## config.mk

```make
export PLATFORM = sky130hd
export DESIGN_NAME = inst_fetch
export DESIGN_NICKNAME = d
export VERILOG_FILES = /design/src/rtl/inst_fetch.sv
export SDC_FILE = /design/constraint.sdc
export NUM_CORES = 1
export LEC_CHECK = 0
export ABC_AREA = 1
export CAP_MARGIN = 20
export CORE_MARGIN = 10
export CORE_UTILIZATION = 46
export DETAILED_ROUTE_END_ITERATION = 8
export PLACE_DENSITY = 0.79
export SLEW_MARGIN = 20
export SYNTH_ARGS = -nofsm -noshare
export SYNTH_HDL_FRONTEND = slang
export SYNTH_SLANG_ARGS = --single-unit
```

## constraint.sdc

```tcl
create_clock -name clk -period 3.45 [get_ports clk]
set_input_delay 0.69 -clock clk [delete_from_list [all_inputs] [get_ports clk]]
set_output_delay 0.69 -clock clk [all_outputs]
set_load 0.1 [all_outputs]
```

## src/rtl/inst_fetch.sv

```systemverilog
// Instruction fetch unit: PC owner, single-outstanding memory fetch, small FIFO to the core.
// Optional macro FETCH_TRACE_EN prints each delivered instruction and each redirect target.
module inst_fetch #(
    parameter int                ADDR_W   = 32,
    parameter logic [ADDR_W-1:0] RESET_PC = '0,
    parameter int                DEPTH    = 2
) (
    input  logic              clk,
    input  logic              rst_n,
    output logic              mem_req,
    output logic [ADDR_W-1:0] mem_addr,
    input  logic              mem_ack,
    input  logic [31:0]       mem_rdata,
    output logic [31:0]       inst,
    output logic [ADDR_W-1:0] inst_pc,
    output logic              inst_valid,
    input  logic              inst_ready,
    input  logic              redirect,
    input  logic [ADDR_W-1:0] redirect_pc
);

    localparam int                PTR_W      = (DEPTH > 1) ? $clog2(DEPTH) : 1;
    localparam int                CNT_W      = PTR_W + 1;
    localparam logic [CNT_W-1:0]  DEPTH_C    = CNT_W'(DEPTH);
    localparam logic [ADDR_W-1:0] RESET_PC_A = {RESET_PC[ADDR_W-1:2], 2'b00};

    localparam logic [0:0] ST_FETCH   = 1'b0;
    localparam logic [0:0] ST_DISCARD = 1'b1;

    logic [0:0]        state_q, state_d;
    logic [ADDR_W-1:0] fetch_pc_q, fetch_pc_d;
    logic [ADDR_W-1:0] old_addr_q, old_addr_d;
    logic [CNT_W-1:0]  count_q, count_d;
    logic [PTR_W-1:0]  rd_ptr_q, rd_ptr_d;
    logic [PTR_W-1:0]  wr_ptr_q, wr_ptr_d;
    logic [31:0]       fifo_inst_q [DEPTH];
    logic [31:0]       fifo_inst_d [DEPTH];
    logic [ADDR_W-1:0] fifo_pc_q   [DEPTH];
    logic [ADDR_W-1:0] fifo_pc_d   [DEPTH];

    logic in_fetch;
    logic req_int;
    logic push;
    logic pop;

    // DISCARD keeps the killed request alive on the bus until memory answers it.
    assign in_fetch   = (state_q == ST_FETCH);
    assign req_int    = in_fetch ? (count_q < DEPTH_C) : 1'b1;
    assign mem_req    = rst_n & req_int;
    assign mem_addr   = in_fetch ? fetch_pc_q : old_addr_q;
    assign inst_valid = (count_q != '0);
    assign inst       = fifo_inst_q[rd_ptr_q];
    assign inst_pc    = fifo_pc_q[rd_ptr_q];

    assign push = in_fetch & req_int & mem_ack & ~redirect;
    assign pop  = inst_valid & inst_ready & ~redirect;

    always_comb begin
        state_d     = state_q;
        fetch_pc_d  = fetch_pc_q;
        old_addr_d  = old_addr_q;
        count_d     = count_q;
        rd_ptr_d    = rd_ptr_q;
        wr_ptr_d    = wr_ptr_q;
        fifo_inst_d = fifo_inst_q;
        fifo_pc_d   = fifo_pc_q;

        if (push) begin
            fifo_inst_d[wr_ptr_q] = mem_rdata;
            fifo_pc_d[wr_ptr_q]   = fetch_pc_q;
            wr_ptr_d              = wr_ptr_q + PTR_W'(1);
            fetch_pc_d            = fetch_pc_q + ADDR_W'(4);
        end
        if (pop) begin
            rd_ptr_d = rd_ptr_q + PTR_W'(1);
        end
        if (push && !pop) begin
            count_d = count_q + CNT_W'(1);
        end else if (pop && !push) begin
            count_d = count_q - CNT_W'(1);
        end

        if (!in_fetch && mem_ack) begin
            state_d = ST_FETCH;
        end

        // Redirect wins over push/pop/increment; a live unanswered request must be waited out.
        if (redirect) begin
            fetch_pc_d = {redirect_pc[ADDR_W-1:2], 2'b00};
            count_d    = '0;
            wr_ptr_d   = rd_ptr_q;
            rd_ptr_d   = rd_ptr_q;
            if (in_fetch && req_int && !mem_ack) begin
                state_d    = ST_DISCARD;
                old_addr_d = fetch_pc_q;
            end
        end
    end

    always_ff @(posedge clk) begin
        if (!rst_n) begin
            state_q    <= ST_FETCH;
            fetch_pc_q <= RESET_PC_A;
            old_addr_q <= RESET_PC_A;
            count_q    <= '0;
            rd_ptr_q   <= '0;
            wr_ptr_q   <= '0;
            for (int i = 0; i < DEPTH; i++) begin
                fifo_inst_q[i] <= '0;
                fifo_pc_q[i]   <= '0;
            end
        end else begin
            state_q     <= state_d;
            fetch_pc_q  <= fetch_pc_d;
            old_addr_q  <= old_addr_d;
            count_q     <= count_d;
            rd_ptr_q    <= rd_ptr_d;
            wr_ptr_q    <= wr_ptr_d;
            fifo_inst_q <= fifo_inst_d;
            fifo_pc_q   <= fifo_pc_d;
        end
    end

`ifdef FETCH_TRACE_EN
    always_ff @(posedge clk) begin
        if (rst_n) begin
            if (inst_valid && inst_ready) begin
                $display($time, " FETCH pc=%h inst=%b", inst_pc, inst);
            end
            if (redirect) begin
                $display($time, " REDIRECT pc=%h", {redirect_pc[ADDR_W-1:2], 2'b00});
            end
        end
    end
`else
    // Tracing compiled out.
`endif

endmodule
```

==> summary.txt, run 1 <==
Floorplanning
  – Total die area: 24900 sq um
  – Chip Width: 158 um
  – Top-Level Pins: 167
  – Cell Rows: 50
  – Starting density of the core: 46.6%
  – Vertical extent of the die: 158 um
  – Core footprint: 18700 sq um

Worst setup path
  – Critical setup path kind: reg2out
  – Launching instance or port of the critical path: state_q
  – Startpoint of the worst-slack reg-to-reg timing path: state_q
  – Highest fanout seen on the critical path: 39
  – Data required time of the critical path: 2.76 ns
  – Kind of end point of the critical path: output pin
  – CP Data Arrival Time: 2.20 ns
  – CP Launch Type: register

Synth
  – Syn. warnings: 0
  – Most common cell in the synthesized netlist: sky130_fd_sc_hd__nand2_1
  – Gate count of the mapped netlist: 1291
  – Syn Std Cell Area: 8720 sq um
  – Async S/R FF share, synth: 0%
  – Area share of the leading cell type in the synthesized netlist: 43.4%
  – Commonest register cell after synthesis: sky130_fd_sc_hd__dfxtp_1
  – Most area-consuming cells after synthesis: sky130_fd_sc_hd__dfxtp_1 43%, sky130_fd_sc_hd__o21ai_0 12%, sky130_fd_sc_hd__nand2_1 11%
  – Post-synthesis share of cell area spent on and, or, nand and nor gates: 20.6%
  – Post-synth EDFFs: 0
  – Adder-cell share of the synthesized area: 0.287%
  – Flop and latch count out of synthesis: 189
  – Sequential element share of the synthesized area: 43.4%
  – Top cell type by total area after synthesis: sky130_fd_sc_hd__dfxtp_1
  – Xor and xnor area share after synthesis: 1.00%
  – Compound-cell area share of the yosys netlist: 23.5%
  – Multiplexer share of the synthesized area: 0%
  – Synth top cells by count: 260 x sky130_fd_sc_hd__nand2_1, 215 x sky130_fd_sc_hd__o21ai_0, 189 x sky130_fd_sc_hd__dfxtp_1
  – Average instance area after synthesis: 6.76 sq um
  – Number of library cell types mapped by synthesis: 26
  – Dominant combinational cell family by area after synthesis: compound AO/OA/AOI/OAI gates

Outcome
  – Outcome: completed

Cells and area
  – Number of inserted filler cells in the final layout: 1772
  – Fin nets: 1472
  – Area delta synth->final: 23.9%
  – Fin util: 57.8%
  – Layout cells sized above 1: 11.2%

Global route
  – First-pass GRT wire length: 40400 um
  – Initial antenna violation count: 2
  – Number of global-route vias before repair: 8036
  – GRT Total Usage: 19.9%
  – Grt total ovfl: 0
  – Maximum number of pins on one net before global-route repair: 97

Detailed routing
  – Routed vias: 8618
  – Drt wl/cell: 15.1 um
  – Wirelength, routed: 24900 um
  – DRC: 0
  – Initial DRC count: 564
  – Per-cell via count in the routed design: 5.22
  – Number of nets with antenna violations after routing: 0
  – First-pass DRT Iterations: 5

Clock tree
  – Total setup buffers inserted after CTS: 0
  – CTS Sinks: 189
  – CTS Hold Buffers Added: 0
  – CTS tree: done
  – Clock buffer count from CTS: 17
  – Clk_lat worst skew: 0.43 ns
  – Root Buffer Master: sky130_fd_sc_hd__clkbuf_16
  – # resized after CTS: 0
  – Clock-pin slew of the registers on the worst-case setup and hold paths: 0.07 ns
  – Clock buffer depth: 2
  – Maximum level of the CTS H-tree: 4

STA
  – Final Hold Vio Count: 0
  – Final Slew Violations: 0
  – Unrepaired setup endpoints after global routing: false
  – Endpoints failing setup: 0
  – Highest clock rate: 346 MHz
  – Remaining max-slew budget at the tightest pin: 26.1%
  – Slew at the pin closest to its max-slew limit: 1.11 ns
  – Crit path time final: 2.89 ns
  – Skew final: 0.00941 ns
  – Share of the clock period used by the worst path: 83.8%

Run
  – Maxcap violations: 0

Power and ir drop
  – Total power per unit cell area: 536 nW/um^2
  – Pwr Total: 5.79 mW
  – Peak supply drop: 0.376 mV
  – Reported leakage power: 4.07 nW

Placement
  – Hpwl dp: 17200 um
  – Final Wtd Congestion: 0.932
  – Port Buf Inserts: 160

Hold path
  – HP Start: old_addr_q[6]
  – Type of the tightest min-delay check: reg2reg
[report_power, final]
group / leakage (nW) / internal, mW / switching, mW
Sequential: 1.55 / 2.29 / 0.0741
Clock: 0.302 / 1.23 / 0.889
Combinational: 2.22 / 0.299 / 1.00
[per-stage QoR]
stage / setup TNS (ns) / setup slack, ns / hold WS [ns] / instances / instance area [sq um]
after floorplan: -0.0215 / -0.00537 / 0.424 / 1294 / 8730
after global placement: 0 / 0.650 / 0.432 / 1616 / 10200
after detailed placement: 0 / 0.643 / 0.437 / 1616 / 10200
after CTS: 0 / 0.554 / 0.447 / 1648 / 10800
after global routing: 0 / 0.453 / 0.458 / 1650 / 10800
final: 0 / 0.558 / 0.446 / 1650 / 10800
[worst max-delay path, stage by stage, from the launching register on]
cell	delay (ns)
sky130_fd_sc_hd__dfxtp_2	0.75
sky130_fd_sc_hd__buf_4	0.37
sky130_fd_sc_hd__nand2_1	0.08
sky130_fd_sc_hd__o21ai_0	0.18
sky130_fd_sc_hd__buf_4	0.38
[cell usage in the layout (no fill, tap or decap), types with 10 or more instances in the layout]
cell	n
sky130_fd_sc_hd__a21oi_1	184
sky130_fd_sc_hd__buf_4	107
sky130_fd_sc_hd__clkbuf_16	17
sky130_fd_sc_hd__clkdlybuf4s50_1	65
sky130_fd_sc_hd__dfxtp_1	187
sky130_fd_sc_hd__inv_1	150
sky130_fd_sc_hd__nand2_1	260
sky130_fd_sc_hd__nand3_1	59
sky130_fd_sc_hd__nor2_1	104
sky130_fd_sc_hd__o21ai_0	214
sky130_fd_sc_hd__xor2_1	10
[kinds of logic (layout without fill, tap and decap cells)]
group           Yosys count  after routing
other cells               1              6
flops                   189            189
compound gates          407            407
buf+inv                 240            360
simple gates            442            442
fa+ha+maj                 2              2
xor+xnor                 10             10
[path summary, 6_finish.rpt]
path | cells after the start | endpoint | slack, ns
setup / recovery | 4 | mem_addr[31] | 0.56
hold / removal | 2 | old_addr_q[6] | 0.45
setup reg to reg | 9 | count_q[1] | 1.24
hold reg to reg | 2 | old_addr_q[6] | 0.45
[per-layer routing]
metal / vias up / share of wire [%] / GRT usage, %
met5: - / 0 / 0
met4: 0 / 2.0 / 7.26
met3: 27 / 7.2 / 4.45
met2: 269 / 47 / 32.3
met1: 3947 / 43 / 25.4
li1: 4375 / - / -
[sequential cells by signal, summed over array words and instances, names as in the netlist]
register / cells
fifo_inst_q: 64
fifo_pc_q: 60
fetch_pc_q: 30
old_addr_q: 30
count_q: 2
rd_ptr_q: 1
state_q: 1
wr_ptr_q: 1
[cell type report]
class / instances / area (sq um) / area share, %
flip-flops and latches: 189 / 3790 / 35.1
well taps: 234 / 293 / 2.71
multi-input cells: 865 / 3980 / 36.8
diodes: 2 / 5.00 / 0.0463
clock inverters: 14 / 205 / 1.90
inverters: 151 / 567 / 5.25
clock buffers: 18 / 429 / 3.97
repair buffers: 177 / 1540 / 14.2
Power figures use the tool's default switching activity.
==> inputs of run 2 (changes only) <==
--- a/config.mk
+++ b/config.mk
@@ -10,7 +10,7 @@
 export CORE_MARGIN = 10
 export CORE_UTILIZATION = 46
 export DETAILED_ROUTE_END_ITERATION = 8
-export PLACE_DENSITY = 0.79
+export PLACE_DENSITY = 0.82
 export SLEW_MARGIN = 20
 export SYNTH_ARGS = -nofsm -noshare
 export SYNTH_HDL_FRONTEND = slang
==> constraint.sdc (replaced) <==
create_clock -name clk -period 2.3 [get_ports clk]
set_input_delay 0.46 -clock clk [delete_from_list [all_inputs] [get_ports clk]]
set_output_delay 0.46 -clock clk [all_outputs]
set_load 0.1 [all_outputs]
==> run 2 against run 1 <==
  * Clock power rose by 42%
  * Sequential power rose by 49%
  * Worst setup slack got worse by 0.38 ns
  * Via count rose by 4.4%
  * Count of clock-buffer cells in the layout stayed put
  * Flip-flop and latch count is the same
  * Sequential share of layout area down 4.6 points
  * Non-clock buffer count increased by 11
  * Critical path depth is the same
  * Total power grew 56%
  * Register-to-register slack worse by 0.80 ns
==> summary.txt, run 2 (same netlist as run 1, synthesis figures left out) <==
Outcome
  – Outcome: completed

Cells and area
  – Max FFs per register: 64
  – Final standard cell count with taps included and fillers excluded: 1661
  – Leading cell type in the layout, fill and taps excluded: sky130_fd_sc_hd__nand2_1
  – Most frequent cells in the layout: 260 x sky130_fd_sc_hd__nand2_1, 187 x sky130_fd_sc_hd__dfxtp_1, 183 x sky130_fd_sc_hd__a21oi_1, 150 x sky130_fd_sc_hd__inv_1, 123 x sky130_fd_sc_hd__o21ai_0
  – Fin nets: 1483
  – Layout cells sized above 1: 17.8%
  – Area delta synth->final: 42.6%
  – Top reg by flops: fifo_inst_q
  – Top Registers: fifo_inst_q x64, fifo_pc_q x60

Detailed routing
  – Drt wl/cell: 16.1 um
  – DRC: 0
  – Wirelength, routed: 26700 um
  – Routed vias: 8993
  – First-pass DRT Iterations: 5
  – Initial DRC count: 816
  – Number of nets with antenna violations after routing: 0
  – Per-cell via count in the routed design: 5.41

Worst setup path
  – Depth of the worst register-to-register path: 10
  – Highest fanout seen on the critical path: 46
  – Startpoint of the worst-slack reg-to-reg timing path: fetch_pc_q[2]
  – Worst-case register-to-register setup slack: 0.44 ns
  – Data required time of the critical path: 1.84 ns
  – Capture point of the worst path: mem_addr[31]
  – Launching instance or port of the critical path: state_q
  – Kind of end point of the critical path: output pin
  – CP Launch Type: register
  – Critical setup path kind: reg2out
  – Crit Reg-Reg Endpoint: fetch_pc_q[24]
  – CP Data Arrival Time: 1.66 ns

Power and ir drop
  – Fraction of power consumed by combinational cells: 27.4%
  – Cell-internal power: 5.92 mW
  – Reported leakage power: 4.60 nW
  – Portion of total power attributed to the clock network: 33.3%
  – Total power per unit cell area: 725 nW/um^2
  – Peak supply drop: 0.570 mV
  – Seq pwr share: 39.3%
  – Switching power: 3.10 mW
  – Sw frac: 34.4%

Placement
  – Hpwl dp: 18600 um
  – Port Buf Inserts: 160
  – Cell total after placement: 1626
  – Final Wtd Congestion: 0.898

Floorplanning
  – Top-Level Pins: 167
  – Chip Width: 158 um
  – Total die area: 24900 sq um
  – Starting density of the core: 46.6%
  – Cell Rows: 50
  – Core footprint: 18700 sq um
  – Vertical extent of the die: 158 um

Clock tree
  – Clock buffer depth: 2
  – Clock buffer count from CTS: 17
  – CTS tree: done
  – CTS Sinks: 189
  – Root Buffer Master: sky130_fd_sc_hd__clkbuf_16
  – Clock-pin slew of the registers on the worst-case setup and hold paths: 0.07 ns
  – CTS Hold Buffers Added: 0
  – Clk_lat worst skew: 0.44 ns
  – Maximum level of the CTS H-tree: 4

Global route
  – First-pass GRT wire length: 43100 um
  – Maximum number of pins on one net before global-route repair: 97
  – GRT Total Usage: 21.3%
  – Number of global-route vias before repair: 8551
  – Met1 track utilization from global routing: 26.4%
  – Met3 usage in global routing: 4.67%
  – Initial antenna violation count: 2
  – Grt total ovfl: 0
  – Met2 GRT Util: 35.0%
  – Busiest metal layer after global routing: met2

STA
  – Worst hold margin: 0.446 ns
  – Highest clock rate: 471 MHz
  – Crit path time final: 2.12 ns
  – Endpoints failing setup: 0
  – Final Slew Violations: 0
  – Share of the clock period used by the worst path: 92.2%
  – Final Hold Vio Count: 0
  – Unrepaired setup endpoints after global routing: false
  – Skew final: 0.00953 ns

Run
  – Maxcap violations: 0

Hold path
  – Type of the tightest min-delay check: reg2reg
==> run 2: changes by cell type in the layout (fill, tap and decap cells not counted), moves of 3 or more <==
cell	previous run	this run
sky130_fd_sc_hd__buf_4	107	16
sky130_fd_sc_hd__o21ai_2	0	83
sky130_fd_sc_hd__buf_12	4	105
sky130_fd_sc_hd__clkinvlp_4	3	6
sky130_fd_sc_hd__o21ai_1	1	9
sky130_fd_sc_hd__o21ai_0	214	123
==> run 2: worst min-delay path by stage <==
stage / start / endpoint / slack [ns] / cells past startpoint
2_1_floorplan: old_addr_q[25] / old_addr_q[25] / 0.42 / 2
3_3_place_gp: old_addr_q[9] / old_addr_q[9] / 0.43 / 2
3_5_place_dp: old_addr_q[26] / old_addr_q[26] / 0.44 / 2
4_1_cts: old_addr_q[29] / old_addr_q[29] / 0.45 / 2
5_1_grt: old_addr_q[28] / old_addr_q[28] / 0.46 / 2
6_report: old_addr_q[29] / old_addr_q[29] / 0.45 / 2
==> run 2: repair_timing <==
item	CTS	global route
endpoints found under the hold margin	0	0
buffers inserted	0	1
setup endpoints to repair	0	8
resized for setup	0	0
==> run 2: layout make-up <==
| class | count | area (sq um) |
|---|---|---|
| inverter | 151 | 567 |
| multi-input combinational | 865 | 4290 |
| antenna | 2 | 5.00 |
| tap | 234 | 293 |
| clock buffer | 18 | 439 |
| timing repair buffer | 188 | 2890 |
| sequential | 189 | 3790 |
| fill | 1466 | 6270 |
| clock inverter | 14 | 160 |
==> run 2: routing by layer <==
metal	routed length [um]	share of wire [%]	up-vias
met3	1860	7.0	68
met1	11000	41	4146
met5	0	0	-
met2	12800	48	353
li1	-	-	4426
met4	946	3.5	0
==> run 2: critical path, cell delays in order (launching register included) <==
cell and delay (ns):
sky130_fd_sc_hd__dfxtp_2 0.37, sky130_fd_sc_hd__buf_12 0.25, sky130_fd_sc_hd__nand2_1 0.08, sky130_fd_sc_hd__o21ai_1 0.23, sky130_fd_sc_hd__buf_12 0.23
==> run 2: power groups by stage <==
stage | Combinational [mW] | Clock [mW] | Sequential (mW)
floorplan | 1.56 | 0 | 3.58
global placement | 2.43 | 0 | 3.61
detailed placement | 2.46 | 0 | 3.62
CTS | 2.47 | 3.03 | 3.54
global route | 2.59 | 3.16 | 3.56
finish | 2.47 | 3.01 | 3.54
==> run 2: stage by stage <==
stage               setup slack (ns)  utilization (%)  cell area [sq um]  TNS [ns]  power [mW]
detailed placement             0.178             63.2              11800         0        6.08
finish                         0.179             66.5              12400         0        9.02
CTS                           0.0548             66.4              12400         0        9.04
floorplan                     -0.343                -               9050     -1.51        5.15
global route                   0.107             66.5              12400         0        9.31
global placement               0.176             63.2              11800         0        6.04
==> inputs of run 3 (changes only) <==
--- a/config.mk
+++ b/config.mk
@@ -10,6 +10,7 @@
 export CORE_MARGIN = 10
 export CORE_UTILIZATION = 46
 export DETAILED_ROUTE_END_ITERATION = 8
+export HOLD_SLACK_MARGIN = 0.12
 export PLACE_DENSITY = 0.82
 export SLEW_MARGIN = 20
 export SYNTH_ARGS = -nofsm -noshare
==> results of run 3 <==
No change in the layout: final DEF, timing and power equal those of run 2.
==> variant: new RTL, settings of run 3 <==
Change the parameter `ADDR_W` from 32 to 64.
--- a/src/rtl/inst_fetch.sv
+++ b/src/rtl/inst_fetch.sv
@@ -3,3 +3,3 @@
 module inst_fetch #(
-    parameter int                ADDR_W   = 32,
+    parameter int                ADDR_W   = 64,
     parameter logic [ADDR_W-1:0] RESET_PC = '0,
Interface: changed (resized inst_pc, mem_addr and redirect_pc); port bits go from 167 to 263. No check against the original RTL was run, so the function may have changed too.
==> variant against run 3 <==
Die area up 64%; cell count up 78%; wire length up 100%; via count up 82%; power up 73%; clock power up 83%; sequential cell count up 128; first-iteration DRC count up 110%; setup slack worse by 0.13 ns; cell area up 72%; worst hold slack worse by 0.055 ns; area after synthesis up 74%; register-to-register slack worse by 0.35 ns; global-route usage up 3.9 points; critical path type unchanged; largest power group unchanged.
==> variant: results (changes against run 3) <==
CTS
  – CTS Buffer Depth: 3 (was 2)
  – Clk_lat worst skew: 0.51 ns (was 0.44 ns)
  – CTS H-tree depth: 2 (was 4)
  – CTS Buf Count: 35 (was 17)

Yosys
  – Commonest cells in the netlist: nand2_1, o21ai_0, dfxtp_1, a21oi_1, inv_1 (unchanged)
  – Synth unique cells: 31 (was 26)
  – Top cells by area, synth: dfxtp_1, nand2_1, o21ai_0, a21oi_1, inv_1 (was dfxtp_1, o21ai_0, nand2_1, a21oi_1, inv_1)
  – Sequential share of the synthesized area: 0.417 (was 0.434)
  – Mapped Cells: 2,303 (was 1,291)

Global route
  – GRT Total Usage: 0.252 (was 0.213)
  – Largest net degree at the start of global routing: 134 (was 97)
  – Met1 usage: 0.321 (was 0.264)
  – Global-route wire length before repair: 84.8 mm (was 43.1 mm)
  – GR Util met3: 0.0481 (was 0.0467)
  – Met2 Usage GRT: 0.420 (was 0.350)

Final layout
  – Fin nets: 2,600 (was 1,483)
  – Biggest regs: fifo_pc_q (124), fifo_inst_q (64) (was fifo_inst_q (64), fifo_pc_q (60))
  – Layout cells sized above 1: 0.152 (was 0.178)

Run status
  – Status: complete, no violations (unchanged)

Route
  – Initial DRT Pass Iterations: 6 (was 5)
  – DRT Wirelength: 53.7 mm (was 26.7 mm)
  – Wl on met1: 21.4 mm (was 11.0 mm)
  – Initial DRC Count: 1,685 (was 816)
  – Via Count: 16,382 (was 8,993)
  – Detail Route met3 WL: 4.93 mm (was 1.86 mm)

Placed design
  – DP HPWL: 37.8 mm (was 18.6 mm)
  – Routability cong.: 0.998 (was 0.898)

Min path
  – Hold crit path type: primary input to register (was register to register)

Power
  – Clock Power Share: 0.352 (was 0.333)
  – Logic pwr share: 0.266 (was 0.274)
  – Internal power component: 0.0104 W (was 0.00592 W)
  – Pleak: 7.88 nW (was 4.60 nW)
  – VDD IR-drop max: 0.524 mV (was 0.570 mV)

Critical path
  – WP data arrival: 1.80 ns (was 1.66 ns)
  – CP max FO: 58 (was 46)
  – Slowest Stage Delay on Critical Path: 0.41 ns (was 0.37 ns)

Timing
  – Clock skew: 0.0117 ns (was 0.00953 ns)
==> variant: area by class of cell <==
| class | count | area [um2] |
|---|---|---|
| clock buffer | 48 | 1010 |
| timing repair buffer | 318 | 4820 |
| fill | 2667 | 11100 |
| clock inverter | 10 | 111 |
| antenna | 2 | 5.00 |
| multi-input combinational | 1568 | 7580 |
| inverter | 257 | 967 |
| sequential | 317 | 6350 |
| tap | 442 | 553 |
==> variant: path summary, 6_finish.rpt <==
path                 start              to  cells after the start
min reg2reg  fifo_pc_q[84]   fifo_pc_q[84]                      2
min               redirect   fetch_pc_q[3]                      3
max               rd_ptr_q     inst_pc[38]                      3
max reg2reg  fetch_pc_q[2]  fetch_pc_q[42]                     11
==> variant: cells by family after synthesis <==
group,count (synthesis),share of synthesized area
and+or+nand+nor,847,0.222
AOI/OAI and AO/OA,690,0.230
buffers and inverters,421,0.114
DFF,317,0.417
xor gates and xnor gates,25,0.0144
adders and majority gates,2,0.00165
other,1,0.000247
==> variant: metrics by stage <==
| stage | hold WS (ns) | power, W | cells | worst slack [ns] | instance area [um2] |
|---|---|---|---|---|---|
| after floorplan | 0.424 | 0.00863 | 2306 | -0.923 | 15600 |
| after global placement | 0.432 | 0.0101 | 2899 | 0.0573 | 20200 |
| after detailed placement | 0.437 | 0.0102 | 2899 | -0.0266 | 20200 |
| after CTS | 0.370 | 0.0157 | 2960 | 0.00451 | 21400 |
| after global routing | 0.408 | 0.0161 | 2961 | -0.0427 | 21400 |
| final | 0.390 | 0.0156 | 2962 | 0.0439 | 21400 |
==> variant: repair_timing <==
action,4_1_cts,5_1_grt
gates resized for setup,9,13
buffers inserted,2,0
hold buffers,0,0
endpoints found under the hold margin,0,0
gates cloned,1,0
setup endpoints to repair,31,28
